[src/rtl/axi_mem_arb_pkg.sv]
// Shared types and constants for the two-port SRAM arbiter: port encoding,
// the request bundle that is muxed onto the macro, and burst-length legality.
package axi_mem_arb_pkg;

  localparam logic PORT_WR = 1'b0;
  localparam logic PORT_RD = 1'b1;

  localparam int ARB_ADDR_W = 16;
  localparam int ARB_DATA_W = 64;
  localparam int ARB_BE_W   = ARB_DATA_W / 8;

  localparam int MAX_BURST_MIN = 1;
  localparam int MAX_BURST_MAX = 255;

  typedef struct packed {
    logic                  cen;
    logic                  wen;
    logic [ARB_ADDR_W-1:0] a;
    logic [ARB_DATA_W-1:0] d;
    logic [ARB_BE_W-1:0]   be;
  } mem_req_t;

  function automatic bit max_burst_legal(input int mb);
    return (mb >= MAX_BURST_MIN) && (mb <= MAX_BURST_MAX);
  endfunction

endpackage

[src/rtl/arb_burst_rr2.sv]
// Two-way round-robin arbiter that lets the current owner keep the port for
// at most MAX_BURST consecutive grants while the other side is waiting.
module arb_burst_rr2
  import axi_mem_arb_pkg::*;
#(
  parameter int MAX_BURST = 4
) (
  input  logic       clk,
  input  logic       rst_n,
  input  logic [1:0] req,
  output logic [1:0] gnt
);

  localparam logic [7:0] BURST_LAST = 8'(MAX_BURST - 1);

  if (!max_burst_legal(MAX_BURST)) begin : g_burst_check
    $error("arb_burst_rr2: MAX_BURST out of range 1..255");
  end

  logic       owner_q, owner_d;
  logic [7:0] cnt_q, cnt_d;
  logic       gnt_port;

  // Grant: owner wins contention, a lone requester always wins, reset blocks all.
  always_comb begin
    gnt = 2'b00;
    if (!rst_n) begin
      gnt = 2'b00;
    end else if (req == 2'b11) begin
      gnt = (owner_q == PORT_RD) ? 2'b10 : 2'b01;
    end else begin
      gnt = req;
    end
  end

  // Burst bookkeeping: ownership flips once the owner has used its allowance.
  always_comb begin
    owner_d  = owner_q;
    cnt_d    = cnt_q;
    gnt_port = gnt[1];
    if (gnt != 2'b00) begin
      if (gnt_port == owner_q) begin
        if (cnt_q == BURST_LAST) begin
          owner_d = ~gnt_port;
          cnt_d   = 8'd0;
        end else begin
          cnt_d = cnt_q + 8'd1;
        end
      end else if (MAX_BURST == 1) begin
        owner_d = ~gnt_port;
        cnt_d   = 8'd0;
      end else begin
        owner_d = gnt_port;
        cnt_d   = 8'd1;
      end
    end else begin
      owner_d = owner_q;
      cnt_d   = cnt_q;
    end
  end

  // State register with synchronous active-low reset.
  always_ff @(posedge clk) begin
    if (!rst_n) begin
      owner_q <= PORT_WR;
      cnt_q   <= 8'd0;
    end else begin
      owner_q <= owner_d;
      cnt_q   <= cnt_d;
    end
  end

endmodule

[src/rtl/axi_mem_rw_arbiter.sv]
// Merges the write-controller and read-controller SRAM ports onto one macro
// port and steers the 1-cycle-latency read data back to the issuing port.
module axi_mem_rw_arbiter
  import axi_mem_arb_pkg::*;
#(
  parameter int MEM_ADDR_WIDTH = 16,
  parameter int DATA_WIDTH     = 64,
  parameter int BE_WIDTH       = DATA_WIDTH / 8,
  parameter int MAX_BURST      = 4
) (
  input  logic                      clk,
  input  logic                      rst_n,
  input  logic                      wr_valid_i,
  input  logic                      wr_CEN_i,
  input  logic                      wr_WEN_i,
  input  logic [MEM_ADDR_WIDTH-1:0] wr_A_i,
  input  logic [DATA_WIDTH-1:0]     wr_D_i,
  input  logic [BE_WIDTH-1:0]       wr_BE_i,
  output logic                      wr_grant_o,
  output logic [DATA_WIDTH-1:0]     wr_Q_o,
  output logic                      wr_rvalid_o,
  input  logic                      rd_valid_i,
  input  logic                      rd_CEN_i,
  input  logic                      rd_WEN_i,
  input  logic [MEM_ADDR_WIDTH-1:0] rd_A_i,
  input  logic [DATA_WIDTH-1:0]     rd_D_i,
  input  logic [BE_WIDTH-1:0]       rd_BE_i,
  output logic                      rd_grant_o,
  output logic [DATA_WIDTH-1:0]     rd_Q_o,
  output logic                      rd_rvalid_o,
  output logic                      MEM_CEN_o,
  output logic                      MEM_WEN_o,
  output logic [MEM_ADDR_WIDTH-1:0] MEM_A_o,
  output logic [DATA_WIDTH-1:0]     MEM_D_o,
  output logic [BE_WIDTH-1:0]       MEM_BE_o,
  input  logic [DATA_WIDTH-1:0]     MEM_Q_i
);

  if (MEM_ADDR_WIDTH != ARB_ADDR_W || DATA_WIDTH != ARB_DATA_W || BE_WIDTH != ARB_BE_W)
  begin : g_width_check
    $error("axi_mem_rw_arbiter: widths must match axi_mem_arb_pkg request type");
  end

  mem_req_t   wr_req, rd_req, mem_req;
  logic [1:0] req, gnt;
  logic       rvalid_q, rvalid_d;
  logic       rsel_q, rsel_d;

  assign wr_req = '{cen: wr_CEN_i, wen: wr_WEN_i, a: wr_A_i, d: wr_D_i, be: wr_BE_i};
  assign rd_req = '{cen: rd_CEN_i, wen: rd_WEN_i, a: rd_A_i, d: rd_D_i, be: rd_BE_i};

  assign req[PORT_WR] = wr_valid_i & ~wr_CEN_i;
  assign req[PORT_RD] = rd_valid_i & ~rd_CEN_i;

  arb_burst_rr2 #(
    .MAX_BURST (MAX_BURST)
  ) u_rr (
    .clk   (clk),
    .rst_n (rst_n),
    .req   (req),
    .gnt   (gnt)
  );

  assign wr_grant_o = gnt[PORT_WR];
  assign rd_grant_o = gnt[PORT_RD];

  // Macro-side mux; an idle port parks on a deselected read with zeroed buses.
  always_comb begin
    mem_req = '{cen: 1'b1, wen: 1'b1, a: '0, d: '0, be: '0};
    if (gnt[PORT_WR]) begin
      mem_req     = wr_req;
      mem_req.cen = 1'b0;
    end else if (gnt[PORT_RD]) begin
      mem_req     = rd_req;
      mem_req.cen = 1'b0;
    end else begin
      mem_req = '{cen: 1'b1, wen: 1'b1, a: '0, d: '0, be: '0};
    end
  end

  assign MEM_CEN_o = mem_req.cen;
  assign MEM_WEN_o = mem_req.wen;
  assign MEM_A_o   = mem_req.a;
  assign MEM_D_o   = mem_req.d;
  assign MEM_BE_o  = mem_req.be;

  // Remember which port issued a granted read so the return is qualified for it.
  always_comb begin
    rvalid_d = (gnt != 2'b00) & mem_req.wen;
    rsel_d   = rsel_q;
    if (rvalid_d) begin
      rsel_d = gnt[PORT_RD];
    end else begin
      rsel_d = rsel_q;
    end
  end

  // Read-return registers; reset drops any return still in flight.
  always_ff @(posedge clk) begin
    if (!rst_n) begin
      rvalid_q <= 1'b0;
      rsel_q   <= PORT_WR;
    end else begin
      rvalid_q <= rvalid_d;
      rsel_q   <= rsel_d;
    end
  end

  assign wr_rvalid_o = rvalid_q & (rsel_q == PORT_WR);
  assign rd_rvalid_o = rvalid_q & (rsel_q == PORT_RD);
  assign wr_Q_o      = MEM_Q_i;
  assign rd_Q_o      = MEM_Q_i;

endmodule

[config.mk]
export PLATFORM = sky130hd
export DESIGN_NAME = axi_mem_rw_arbiter
export DESIGN_NICKNAME = d
export VERILOG_FILES = /design/src/rtl/axi_mem_arb_pkg.sv /design/src/rtl/arb_burst_rr2.sv /design/src/rtl/axi_mem_rw_arbiter.sv
export SDC_FILE = /design/constraint.sdc
export NUM_CORES = 1
export LEC_CHECK = 0
export ABC_AREA = 1
export CAP_MARGIN = 20
export CORE_AREA = 2 2 185 187
export DETAILED_ROUTE_END_ITERATION = 16
export DIE_AREA = 0 0 187 189
export HOLD_SLACK_MARGIN = 0.05
export PLACE_DENSITY = 0.44
export SLEW_MARGIN = 40
export SYNTH_ARGS = -nofsm -noshare
export SYNTH_HDL_FRONTEND = slang
export SYNTH_SLANG_ARGS = --single-unit
export TNS_END_PERCENT = 10
[constraint.sdc]
create_clock -name clk -period 1.6 [get_ports clk]
set_input_delay 0.32 -clock clk [delete_from_list [all_inputs] [get_ports clk]]
set_output_delay 0.32 -clock clk [all_outputs]
set_load 0.02 [all_outputs]
# == Word level (Yosys, flattened, before mapping) ==
# Index checks and enable logic that the tools add are counted.
# op_classes
addsub,1
multipliers,0
div_mod_pow,0
order_cmp,0
eq_ne,4
n_shift,0
n_mux,9
bitwise_logic,9
reduce_logical,2
# ops
operator,n
2-to-1 mux 90 bit,2
2-to-1 mux 8 bit,2
"adder 8 x 1 -> 8 bit, second input constant",1
"equality test 8 x 2 -> 1 bit, second input constant",1
2-to-1 mux 2 bit,3
bitwise AND 1 bit,5
NOT 1 bit,4
"equality test 2 bit, second input constant",1
2-to-1 mux 1 bit,2
"!= test 2 bit, second input constant",1
AND reduction 2 bit,1
nonzero test 2 bit,1
equality test 1 bit,1
# word_totals
register_bits,11
latchBits,0
ramBits,0
rom_bits,0
input_bits,248
output_inout_bits,222
word_cells,29
n_memories,0

# == Depth between registers and ports, before layout ==
# depth
ltp_word,8
depth_mapped,9
mapped_depth_nobuf,8

# == Hierarchy ==
# From an unflattened synthesis, not the netlist that was laid out.
# unflattened
hier_cells,340
area_unflattened_um2,2513.7
# by_module_without_submodules
mod,instances,cells_each,area_each_um2,seq_area_each_um2
axi_mem_rw_arbiter,1,261,2000.7,40.0
arb_burst_rr2,1,79,513.0,180.2

# == Worst setup path after synthesis ==
# OpenSTA, ideal clock, no wires.
# synth_timing
kind,input port to output port
from,in rst_n
to,out MEM_A_o[10]
arrival_ps,1261
t_required_ps,1280
path_slack_ps,19
path_stages,7
path_buffers,2
cell_sequence,buf_4 inv_2 nor2_2 nand2_1 inv_2 buf_2 a22o_1
# synth_between
elab_chain_cells,3
# synth_rtl
element,line,source
from (decl),axi_mem_rw_arbiter.sv:12,"input logic rst_n,"
2-to-1 mux 2 bit,arb_burst_rr2.sv:27,if (!rst_n) begin
named net rd_grant_o,axi_mem_rw_arbiter.sv:28,"output logic rd_grant_o,"
2-to-1 mux 90 bit,axi_mem_rw_arbiter.sv:73,end else if (gnt[PORT_RD]) begin
2-to-1 mux 90 bit,axi_mem_rw_arbiter.sv:70,if (gnt[PORT_WR]) begin
to (decl),axi_mem_rw_arbiter.sv:33,"output logic [MEM_ADDR_WIDTH-1:0] MEM_A_o,"
# The timed path passes the listed nets, and every way through them passes these cells.

# == Worst setup path in the final report ==
# layout_timing
from,reg u_rr.owner_q
to,out MEM_D_o[13]
# layout_between
elab_chain_cells,5
# layout_rtl
element,line,source
from (decl),arb_burst_rr2.sv:20,"logic owner_q, owner_d;"
from (signal assigned),arb_burst_rr2.sv:68,owner_q <= owner_d;
2-to-1 mux 2 bit (*),arb_burst_rr2.sv:30,gnt = (owner_q == PORT_RD) ? 2'b10 : 2'b01;
2-to-1 mux 2 bit (*),arb_burst_rr2.sv:29,end else if (req == 2'b11) begin
2-to-1 mux 2 bit (*),arb_burst_rr2.sv:27,
2-to-1 mux 90 bit,axi_mem_rw_arbiter.sv:73,
2-to-1 mux 90 bit (*),axi_mem_rw_arbiter.sv:70,
to (decl),axi_mem_rw_arbiter.sv:34,"output logic [DATA_WIDTH-1:0] MEM_D_o,"
# Mark *: on every way between the ends. The rest lies on a longest branch, timed or not.

==> impl_metrics.env <==
export IMPL_dieArea_sq_um=35340
export IMPL_power_frac_seq_pct=14.6
export IMPL_finalSetupViolations=90
export IMPL_drt_first_iter_violations=138
export IMPL_layout_nets=775
export IMPL_antenna_found_initial=3
export IMPL_path_max_fanout=8
export IMPL_hold_class="in -> reg"
export IMPL_ff_latch_area_sq_um=222.7
export IMPL_die_y_um=189
export IMPL_switching_share_pct=31.74
export IMPL_num_rows=67
export IMPL_post_route_period_util_pct=120.7
export IMPL_synth_most_common_cell="buf_4"
export IMPL_grtUsageTotal_pct=8.998
export IMPL_post_dp_hpwl_um=14100
export IMPL_slew_headroom_pct=82.79
export IMPL_fin_worst_skew_ns=0.0005635
export IMPL_ys_flop_type="dfxtp_1"
export IMPL_globalRouteOverflowTotal=0
export IMPL_power_mw=2.015
export IMPL_ff2ff_path_depth=8
export IMPL_instances_no_fill=976
export IMPL_drtPass1Iterations=4
export IMPL_finish_utilization_pct=16.26
export IMPL_r2r_end="u_rr.cnt_q[4]$_SDFFE_PN0P_"
export IMPL_outcome="finished with violations"
export IMPL_cts_tree="yes"
export IMPL_placedCellCount=958
export IMPL_syn_area_sq_um=2522
export IMPL_finalHoldViolCount=0
export IMPL_numCtsBuffers=3
export IMPL_synth_async_reset_ratio_pct=0
export IMPL_grt_pass1_wl_um=23570
export IMPL_clock_root_buffer="clkbuf_16"
export IMPL_criticalPathCategory="reg -> out"
export IMPL_ys_warn_count=0
export IMPL_power_frac_clock_pct=23.6
export IMPL_syn_inst=346
export IMPL_coreArea_sq_um=33280
export IMPL_yosys_top_cells_area="buf_4, a22o_1, dfxtp_1"
export IMPL_synth_top_cell_by_area="buf_4"
export IMPL_cts_sinks=11
export IMPL_pin_count=470
export IMPL_combPwrFrac_pct=61.8
export IMPL_synth_cell_types=21
export IMPL_clkTransAtPathRegs_ns=0.05
export IMPL_die_w_um=187
export IMPL_insertion_delay_ns=0.24
export IMPL_synth_edf_count=0
export IMPL_syn2layout_area_growth_pct=114.5
export IMPL_p_switching_uw=639.7
export IMPL_failed_checks="setup timing"
export IMPL_p_per_area_nw_per_um2=372.5
export IMPL_worst_ep_required_time_ns=1.28
export IMPL_syn_area_per_cell_sq_um=7.290
export IMPL_drive_gt1_share_pct=32.38
export IMPL_hold_path_depth=4
export IMPL_power_leakage_nw=2.299
export IMPL_htreeDepth=1
export IMPL_max_freq_mhz=517.8
export IMPL_reg2reg_slack_ns=0.23
export IMPL_multi_input_area_sq_um=1180
export IMPL_worstMarginPinSlew_ns=0.2562
export IMPL_port_buffers=277
export IMPL_syn_nets=595
export IMPL_fillerInstances=3779
export IMPL_holdCritStartpoint="rst_n"
export IMPL_max_cap_violations=0
export IMPL_ys_top_cells_by_count="buf_4, a22o_1, nand2_1, inv_1"
export IMPL_gp_congestion=0.8261
export IMPL_first_global_vias=3285
export IMPL_start_util_pct=7.579
export IMPL_worst_setup_path_start_kind="register"
export IMPL_p_int_mw=1.376
export IMPL_drc=0
export IMPL_r2r_start="u_rr.cnt_q[0]$_SDFFE_PN0P_"
export IMPL_synth_seq_cells=11
export IMPL_avgViaCountPerCell=3.203
export IMPL_hold_path_endpoint="u_rr.owner_q$_SDFFE_PN0P_"
export IMPL_maxSlewViolCount=0
export IMPL_clk_path_buf_depth=2
export IMPL_yosys_area_top_type_share_pct=38.69
export IMPL_setup_slack_ns=-0.3314
export IMPL_yosysSeqAreaShare_pct=8.730
export IMPL_wl_um=16990
export IMPL_rsz0062_at_grt="true"
export IMPL_peakVddDrop_uv=229.1
export IMPL_vias=3126
export IMPL_worst_endpoint_arrival_ns=1.61
export IMPL_worstSetupEndpointType="output pin"
export IMPL_grt_max_degree=25
export IMPL_antenna_left=0
export IMPL_wl_per_cell_um=17.41
export IMPL_finalCriticalPeriod_ns=1.931
[power groups by stage]
stage | Clock [mW] | Combinational [mW] | Sequential [mW]
floorplan | 0 | 0.830 | 0.295
global placement | 0 | 1.20 | 0.298
detailed placement | 0 | 1.19 | 0.299
CTS | 0.493 | 1.18 | 0.294
global route | 0.501 | 1.32 | 0.295
finish | 0.477 | 1.25 | 0.294
[final cells by class]
class                           instances  area share [%]
Antenna cell                            3          0.1388
Clock buffer                            3           1.388
Clock inverter                          1         0.09251
Inverter                               23           1.735
Multi-Input combinational cell        164           21.81
Sequential cell                        11           4.117
Tap cell                              448           10.36
Timing Repair Buffer                  323           60.36
[worst max-delay path: stages (launching register included)]
cell and delay, ns:
dfxtp_2 0.35, nand2_2 0.08, nand2_4 0.10, inv_8 0.05, buf_12 0.15, buf_12 0.14
buf_12 0.12, a22o_1 0.20, buf_2 0.16
[state kept, by name, summed over array words and instances, names as in the netlist]
register and cells:
u_rr.owner_q 1, rvalid_q 1, rsel_q 1, u_rr.cnt_q 8
[through the flow]
step / hold WS, ns / worst slack [ns] / instance area [sq um] / TNS [ns]
global route: 0.5349 / -0.4037 / 5410 / -28.65
floorplan: 0.4961 / 0.01936 / 2522 / 0
global placement: 0.5122 / -1.050 / 5109 / -90.09
finish: 0.5018 / -0.3314 / 5410 / -22.37
CTS: 0.5303 / -0.3873 / 5112 / -28.84
detailed placement: 0.5198 / -1.046 / 5109 / -90.86
[layout by cell type (no fill, tap or decap)]
cell and count:
nand3_2 2, nand2_2 5, clkbuf_2 2, nor3_1 2
clkdlybuf4s15_2 2, inv_2 7, dlygate4sd2_1 3, nand2_4 2
o211ai_1 1, nor2_4 2, buf_12 10, o21ai_0 2
buf_8 4, buf_2 36, a22o_4 2, a22o_1 86
clkbuf_16 4, nand4_1 1, ha_1 1, buf_4 30
clkdlybuf4s50_1 177, buf_6 53, clkinv_2 1, nand3b_1 1
xor2_1 2, a21oi_1 4, nand2_1 27, inv_8 1
diode_2 3, dfxtp_2 2, inv_1 15, dfxtp_1 9
buf_16 3, nand3_1 10, bufbuf_16 2, nor2_1 14
[metal layers]
metal	GRT usage (%)	share of wire [%]	vias to the layer above
li1	-	-	1440
met2	13.90	46	278
met4	2.930	1.8	0
met5	0	0	-
met3	4.597	12	16
met1	10.78	40	1392
[kinds of logic (layout without fill, tap and decap cells)]
group	count (synthesis)	after routing	share of synthesized area, %
AND/OR/NAND/NOR	66	66	11.36
adder cells (fa/ha/maj)	1	1	0.4960
other	0	3	0
XOR/XNOR	2	2	0.6946
buffers and inverters	171	350	46.68
flip-flops	11	11	8.730
AO/OA/AOI/OAI	95	95	32.04
[repair_timing]
item | CTS | global route
setup buffers | 4 | 1
pin swaps | 12 | 17
hold buffers | 0 | 0
setup endpoints to repair | 94 | 93
resized for setup | 420 | 95
hold endpoints to repair | 0 | 0
gates cloned | 5 | 1
[worst max-delay path by stage]
stage | slack, ns | depth (start not counted) | start | endpoint
floorplan | 0.02 | 7 | rst_n | MEM_A_o[10]
global placement | -1.05 | 9 | rst_n | MEM_A_o[9]
detailed placement | -1.05 | 10 | rd_valid_i | MEM_A_o[9]
CTS | -0.39 | 7 | u_rr.owner_q$_SDFFE_PN0P_ | MEM_D_o[20]
global route | -0.40 | 7 | u_rr.owner_q$_SDFFE_PN0P_ | MEM_D_o[19]
finish | -0.33 | 8 | u_rr.owner_q$_SDFFE_PN0P_ | MEM_D_o[13]
Note: power is estimated with default switching activity, not from simulation.
